**src/rtl/keyboard_pkg.sv**
```systemverilog
// Shared definitions for the PS/2 keyboard controller: frame FSM states and scan codes.
// Latency: n/a (types and constants only).
// Backpressure: n/a.
package keyboard_pkg;

    typedef enum logic [1:0] {
        ST_IDLE   = 2'd0,
        ST_DATA   = 2'd1,
        ST_PARITY = 2'd2,
        ST_STOP   = 2'd3
    } ps2_state_t;

    localparam logic [7:0] SC_SPACE = 8'h29;
    localparam logic [7:0] SC_RIGHT = 8'h74;
    localparam logic [7:0] SC_LEFT  = 8'h6B;
    localparam logic [7:0] SC_EXT   = 8'hE0;
    localparam logic [7:0] SC_BRK   = 8'hF0;

endpackage

```
**src/rtl/ps2_rx.sv**
```systemverilog
// PS/2 frame receiver: synchronizes ps2_clk/ps2_data, deframes start/8 data/parity/stop.
// Latency: o_vld/o_err pulse one clk after the stop-bit falling edge is detected.
// Backpressure: none; the keyboard cannot be stalled, each byte is a one-cycle pulse.
// Ports: clk, rst (async active-low), i_ps2_clk/i_ps2_data (async), o_byte, o_vld, o_err.
// Macro KEYBOARD_PARITY_CHK_EN: when defined, frames must carry odd parity over data+parity.
module ps2_rx
    import keyboard_pkg::*;
#(
    parameter int TIMEOUT_CYCLES = 100_000
)(
    input  logic       clk,
    input  logic       rst,
    input  logic       i_ps2_clk,
    input  logic       i_ps2_data,
    output logic [7:0] o_byte,
    output logic       o_vld,
    output logic       o_err
);

    localparam int TW = $clog2(TIMEOUT_CYCLES + 1);
    localparam logic [TW-1:0] TMO_MAX = TW'(TIMEOUT_CYCLES);

    logic            r_clk_s1, r_clk_s2, r_clk_prev;
    logic            r_dat_s1, r_dat_s2;
    ps2_state_t      r_state;
    logic [2:0]      r_bit_cnt;
    logic [7:0]      r_shift;
    logic [TW-1:0]   r_tmo;
    logic [7:0]      r_byte;
    logic            r_vld;
    logic            r_err;
    logic            w_fall;
    logic            w_accept;

    // Synchronizers idle high so a reset never looks like a start edge.
    always_ff @(posedge clk or negedge rst) begin
        if (!rst) begin
            r_clk_s1   <= 1'b1;
            r_clk_s2   <= 1'b1;
            r_clk_prev <= 1'b1;
            r_dat_s1   <= 1'b1;
            r_dat_s2   <= 1'b1;
        end else begin
            r_clk_s1   <= i_ps2_clk;
            r_clk_s2   <= r_clk_s1;
            r_clk_prev <= r_clk_s2;
            r_dat_s1   <= i_ps2_data;
            r_dat_s2   <= r_dat_s1;
        end
    end

    assign w_fall = r_clk_prev & ~r_clk_s2;

`ifdef KEYBOARD_PARITY_CHK_EN
    logic r_parity;
    always_ff @(posedge clk or negedge rst) begin
        if (!rst)
            r_parity <= 1'b0;
        else if (w_fall && r_state == ST_PARITY)
            r_parity <= r_dat_s2;
    end
    assign w_accept = r_dat_s2 & (^{r_shift, r_parity});
`else
    // Parity bit is clocked past in ST_PARITY but never judged.
    assign w_accept = r_dat_s2;
`endif

    always_ff @(posedge clk or negedge rst) begin
        if (!rst) begin
            r_state   <= ST_IDLE;
            r_bit_cnt <= 3'd0;
            r_shift   <= 8'd0;
            r_tmo     <= '0;
            r_byte    <= 8'd0;
            r_vld     <= 1'b0;
            r_err     <= 1'b0;
        end else begin
            r_vld <= 1'b0;
            r_err <= 1'b0;
            if (w_fall) begin
                r_tmo <= '0;
                case (r_state)
                    ST_IDLE: begin
                        if (!r_dat_s2) begin
                            r_state   <= ST_DATA;
                            r_bit_cnt <= 3'd0;
                        end
                    end
                    ST_DATA: begin
                        // LSB arrives first, so shift in from the top.
                        r_shift   <= {r_dat_s2, r_shift[7:1]};
                        r_bit_cnt <= r_bit_cnt + 3'd1;
                        if (r_bit_cnt == 3'd7)
                            r_state <= ST_PARITY;
                    end
                    ST_PARITY: r_state <= ST_STOP;
                    ST_STOP: begin
                        r_state <= ST_IDLE;
                        if (w_accept) begin
                            r_byte <= r_shift;
                            r_vld  <= 1'b1;
                        end else begin
                            r_err  <= 1'b1;
                        end
                    end
                    default: r_state <= ST_IDLE;
                endcase
            end else if (r_state != ST_IDLE) begin
                // Keyboard stalled mid-frame: drop the partial byte.
                if (r_tmo == TMO_MAX) begin
                    r_state <= ST_IDLE;
                    r_err   <= 1'b1;
                    r_tmo   <= '0;
                end else begin
                    r_tmo <= r_tmo + TW'(1);
                end
            end else begin
                r_tmo <= '0;
            end
        end
    end

    assign o_byte = r_byte;
    assign o_vld  = r_vld;
    assign o_err  = r_err;

endmodule

```
**src/rtl/keyboard_ctl_ps2.sv**
```systemverilog
// PS/2 keyboard controller: make/break decoder driving Space/Right/Left key levels.
// Latency: key levels change in the same clk as scan_valid (one clk after stop-bit edge).
// Backpressure: none; every accepted byte is decoded on its scan_valid pulse.
// Ports: clk, rst (async active-low), ps2_clk, ps2_data, key_space/right/left,
//        scan_code, scan_valid, frame_err. Macro KEYBOARD_PARITY_CHK_EN enables parity check.
module keyboard_ctl_ps2
    import keyboard_pkg::*;
#(
    parameter int TIMEOUT_CYCLES = 100_000
)(
    input  logic       clk,
    input  logic       rst,
    input  logic       ps2_clk,
    input  logic       ps2_data,
    output logic       key_space,
    output logic       key_right,
    output logic       key_left,
    output logic [7:0] scan_code,
    output logic       scan_valid,
    output logic       frame_err
);

    logic [7:0] w_byte;
    logic       w_vld;
    logic       w_err;
    logic       w_is_key;
    logic       r_ext, r_brk;
    logic       r_space, r_right, r_left;

    ps2_rx #(.TIMEOUT_CYCLES(TIMEOUT_CYCLES)) u_rx (
        .clk        (clk),
        .rst        (rst),
        .i_ps2_clk  (ps2_clk),
        .i_ps2_data (ps2_data),
        .o_byte     (w_byte),
        .o_vld      (w_vld),
        .o_err      (w_err)
    );

    assign w_is_key = w_vld && (w_byte != SC_EXT) && (w_byte != SC_BRK);

    // Key levels are resolved combinationally from the byte pulse so they
    // move in the same cycle as scan_valid; the registers hold them after.
    assign key_space = (w_is_key && !r_ext && w_byte == SC_SPACE) ? !r_brk : r_space;
    assign key_right = (w_is_key &&  r_ext && w_byte == SC_RIGHT) ? !r_brk : r_right;
    assign key_left  = (w_is_key &&  r_ext && w_byte == SC_LEFT)  ? !r_brk : r_left;

    always_ff @(posedge clk or negedge rst) begin
        if (!rst) begin
            r_ext   <= 1'b0;
            r_brk   <= 1'b0;
            r_space <= 1'b0;
            r_right <= 1'b0;
            r_left  <= 1'b0;
        end else begin
            r_space <= key_space;
            r_right <= key_right;
            r_left  <= key_left;
            if (w_vld) begin
                if (w_byte == SC_EXT) begin
                    r_ext <= 1'b1;
                end else if (w_byte == SC_BRK) begin
                    r_brk <= 1'b1;
                end else begin
                    r_ext <= 1'b0;
                    r_brk <= 1'b0;
                end
            end
        end
    end

    assign scan_code  = w_byte;
    assign scan_valid = w_vld;
    assign frame_err  = w_err;

endmodule

```
**config.mk**
```make
export PLATFORM = sky130hd
export DESIGN_NAME = keyboard_ctl_ps2
export DESIGN_NICKNAME = d
export VERILOG_FILES = /design/src/rtl/keyboard_pkg.sv /design/src/rtl/ps2_rx.sv /design/src/rtl/keyboard_ctl_ps2.sv
export SDC_FILE = /design/constraint.sdc
export NUM_CORES = 1
export LEC_CHECK = 0
export ABC_AREA = 1
export CAP_MARGIN = 20
export CORE_ASPECT_RATIO = 0.5
export CORE_MARGIN = 2
export CORE_UTILIZATION = 55
export DETAILED_ROUTE_END_ITERATION = 6
export HOLD_SLACK_MARGIN = 0.12
export PLACE_DENSITY_LB_ADDON = 0.25
export RECOVER_POWER = 100
export SLEW_MARGIN = 20
export SYNTH_ARGS = -nofsm -noshare
export SYNTH_HDL_FRONTEND = slang
export SYNTH_SLANG_ARGS = --single-unit
```
**constraint.sdc**
```tcl
create_clock -name clk -period 1.8 [get_ports clk]
set_input_delay 0.36 -clock clk [delete_from_list [all_inputs] [get_ports clk]]
set_output_delay 0.36 -clock clk [all_outputs]
set_load 0.01 [all_outputs]
```
==> run summary <==
On the critical path, the stage with the largest delay is an instance of dfrtp_1. The worst setup margin came out at -0.201 ns. Among all flip-flop cells after synthesis, the most frequent one is dfrtp_1. Clock tree synthesis found a total of 50 sinks. The filler cells instantiated in the layout total 299. The number of warnings reported in the yosys synthesis log was 0. After synthesis the netlist holds a flip-flop and latch count of 50. The type of the setup path with the least slack is reg2out. Data arrives at the worst endpoint at 1.64 ns. The run gives 28.0% as the worst relative slew slack. For the maximum number of pins on one net before global-route repair, the log shows 51.

The slew at the pin closest to its max-slew limit was 1.08 ns; the total leakage power was 1.51 nW. In the routed design, unresolved DRC markers number 0. The routed layout has 2099 vias.

By instance count, the cell type seen most on the critical path is nor2_4. In this run, synthesis inferred 0 flip-flops with an integrated enable. Number of nets with antenna violations after routing: 0.

The cell area that synthesis handed to floorplanning was 0.00255 mm2. After synthesis, the netlist uses 29 different library cells. The count of cells along the worst hold path was 0. The number of antenna violations at the first check in global routing is 0. The fraction of synthesis flops using an asynchronous set or reset pin was 100%. In this run the worst path has a maximum fanout of 3. The worst-case reg-to-reg path depth works out to 12.

The signal on the critical path passes through inv_1 > nor2_4 > nand2_4 > nor2_4 > nand4_1 > nand2_1 > nand2_2 > buf_6. The share of final-layout standard cells stronger than drive strength 1 was 29.8%; the count of final hold-check violations was 0. The tools report the worst setup skew after layout as 0.00685 ns.

The height of the die was 52.1 um. Dividing the detail-routed via count by the number of cells gives 5.08. STA classifies the critical path endpoint as an output port.

The tools report the initial standard-cell utilization of the core as 57.6%. The max-slew violation count was 0; the number of core rows was 17. Classification of the worst-slack hold path: reg2reg.

In this run the number of H-tree levels came out at 2. Setup repair after global routing could not meet its margin everywhere. The final reports fail on setup timing. The detailed-route wire length came out at 5380 um.

The global routing stage identified its most utilized layer as met2. Met3 track demand over resource: 5.24%. Sequential-to-total area share from yosys stat: 49.3%.

The total power density per cell area works out to 781 mW/mm2. Wire length of the first global-routing pass: 8740 um. The tools report the via count of the first global-routing pass as 2033. For the worst-skew pair, the clock arrives at the later sink with an insertion delay of 0.30 ns. The clock period minus worst slack was 2.00 ns.

In the global route stage, met2 resource usage came out at 40.5%. The completed layout was analyzed and its total power is 2.49 mW. After clock tree synthesis, the clock-pin slew on the worst setup and hold paths is 0.09 ns.

The mean instance size in the synthesized netlist came out at 8.44 um2. TritonCTS built the clock tree. The final critical path takes up 111% of the cycle. The logs give 0.928 for the placer's final routability congestion estimate and 0.00523 mm2 for the die outline area. The initial DRC count was 69; the final-report setup violation count was 4. Final global-route overflow total: 0.

The data required time at the worst endpoint is 1.44 ns, and the total negative slack is -0.551 ns. For this run, the post-layout net count is 368. Buffer type at the clock tree root: clkbuf_8.

The placed instances occupy a cell area of 0.00290 mm2. For this run, the slowest stage of the critical path takes 0.43 ns. For the I/O pin count, the log shows 17. The tool flagged a number of max-cap violations equal to 0. The met1 usage in global routing is 24.8%, and the number of buffers added by the clock tree synthesis step is 5.

The number of buffers added on ports was 16; the overall track demand over capacity in global routing was 21.6%. The run gives 2 as the worst-case clock buffer depth. The category of the worst setup path launch point was a flip-flop.

Based on the critical path, the design can be clocked at up to 500 MHz. Detailed placement ended at an HPWL of 3430 um. When the netlist entered floorplanning its net count stood at 315. The synthesized netlist cell count came out at 302.

In the final routed layout, each cell accounts on average for 13.0 um. The flow ran to the end, but the final reports show violations. IR analysis of the VDD net gives a maximum drop of 0.382 mV. The region available for standard cell placement spans 0.00442 mm2. The horizontal extent of the die is 100 um, and the area growth from synthesis to layout is 25.2%. With fillers left out, the area of the finished cells amounts to 0.00319 mm2.

The first detailed-routing pass ran for 4 iterations. 0 antenna diodes ended up in the layout.
[timing repair]
action / 4_1_cts / 5_1_grt
pin swaps: 17 / 16
buffers inserted: 11 / 3
endpoints found under the hold margin: 45 / 0
hold buffers: 1 / 0
setup endpoints to repair: 3 / 5
gates resized for setup: 39 / 14
[power by group]
part	internal, mW	switching, mW	total, mW	leakage (nW)
sequential	1.22	0.0799	1.30	0.672
clock	0.309	0.370	0.680	0.0472
combinational	0.174	0.337	0.511	0.787
[registers in the layout (all words and copies together) (netlist names)]
register	count
u_rx.r_dat_s2	1
r_left	1
u_rx.r_clk_s2	1
u_rx.o_byte	8
u_rx.r_shift	8
r_right	1
r_ext	1
u_rx.r_clk_s1	1
u_rx.r_dat_s1	1
r_space	1
u_rx.o_vld	1
u_rx.r_bit_cnt	3
u_rx.r_state	2
u_rx.r_tmo	17
u_rx.o_err	1
u_rx.r_clk_prev	1
r_brk	1
[worst max-delay path, delay by kind of cell (launching register included)]
kind,cells,cell delay [ns]
flops,1,0.43
buf+inv,2,0.24
simple gates,6,0.67
[layer usage]
| layer | vias up | wire (um) |
|---|---|---|
| li1 | 1049 | - |
| met1 | 973 | 2310 |
| met2 | 58 | 2680 |
| met5 | - | 0 |
| met4 | 0 | 144 |
| met3 | 19 | 247 |
[cell type report]
cell class	count	area (um2)	area share [%]
Inverter	43	166	5.21
Timing Repair Buffer	48	404	12.7
Tap cell	57	71.3	2.23
Sequential cell	50	1260	39.5
Clock inverter	2	12.5	0.392
Clock buffer	6	82.6	2.59
Multi-Input combinational cell	207	1200	37.5
[logic make-up (layout without fill, tap and decap cells)]
group                      count (synthesis)  in the layout  share of synthesized area (%)
and+or+nand+nor                          168            168                           32.6
DFF                                       50             50                           49.3
buffers and inverters                     45             99                           6.92
AOI/OAI and AO/OA                         26             26                           5.35
adders and majority gates                  9              9                           4.42
xor gates and xnor gates                   4              4                           1.37
[per-stage QoR]
stage                     setup WS [ns]  utilization, %  hold WS (ns)  cells
after floorplan                   0.299               -        0.0644    302
after global placement           -0.173            65.6         0.346    390
after detailed placement         -0.269            65.6         0.349    390
after CTS                       -0.0681            71.0         0.363    410
after global routing             -0.260            72.2         0.370    413
final                            -0.201            72.2         0.366    413
[synthesized netlist by cell type, types with 3 or more instances]
cell	number	area [um2]
a21oi_1	6	30.0
dfrtp_1	45	1130
dfstp_2	5	131
ha_1	9	113
inv_1	36	135
inv_2	4	15.0
nand2_1	73	274
nand2_2	8	50.1
nand3_1	9	45.0
nand3_2	3	30.0
nand4_1	9	56.3
nor2_1	44	165
nor2_2	4	25.0
nor2_4	10	113
nor3_1	3	15.0
o21ai_0	6	30.0
o21ai_1	11	55.1
[cells in the final DEF, fill, tap and decap left out, types with 9 or more instances in the layout]
| master | n |
|---|---|
| nor2_4 | 16 |
| nor2_1 | 35 |
| nand3_1 | 9 |
| o21ai_1 | 11 |
| nand2_1 | 64 |
| ha_1 | 9 |
| nand2_2 | 16 |
| dfrtp_1 | 43 |
| buf_4 | 26 |
| nand4_1 | 9 |
| inv_1 | 32 |
[worst paths after layout]
path	slack, ns	start	endpoint
setup reg to reg	-0.03	u_rx.o_byte[6]$_DFFE_PN0P_	r_right$_DFF_PN0_
hold reg to reg	0.37	u_rx.r_dat_s1$_DFF_PN1_	u_rx.r_dat_s2$_DFF_PN1_
min in group asynchronous	0.86	rst	u_rx.r_tmo[13]$_DFF_PN0_
hold / removal	0.37	u_rx.r_dat_s1$_DFF_PN1_	u_rx.r_dat_s2$_DFF_PN1_
max in group asynchronous	0.19	rst	u_rx.o_byte[7]$_DFFE_PN0P_
setup / recovery	-0.20	u_rx.o_byte[6]$_DFFE_PN0P_	key_left
Note: power is estimated with default switching activity, not from simulation.
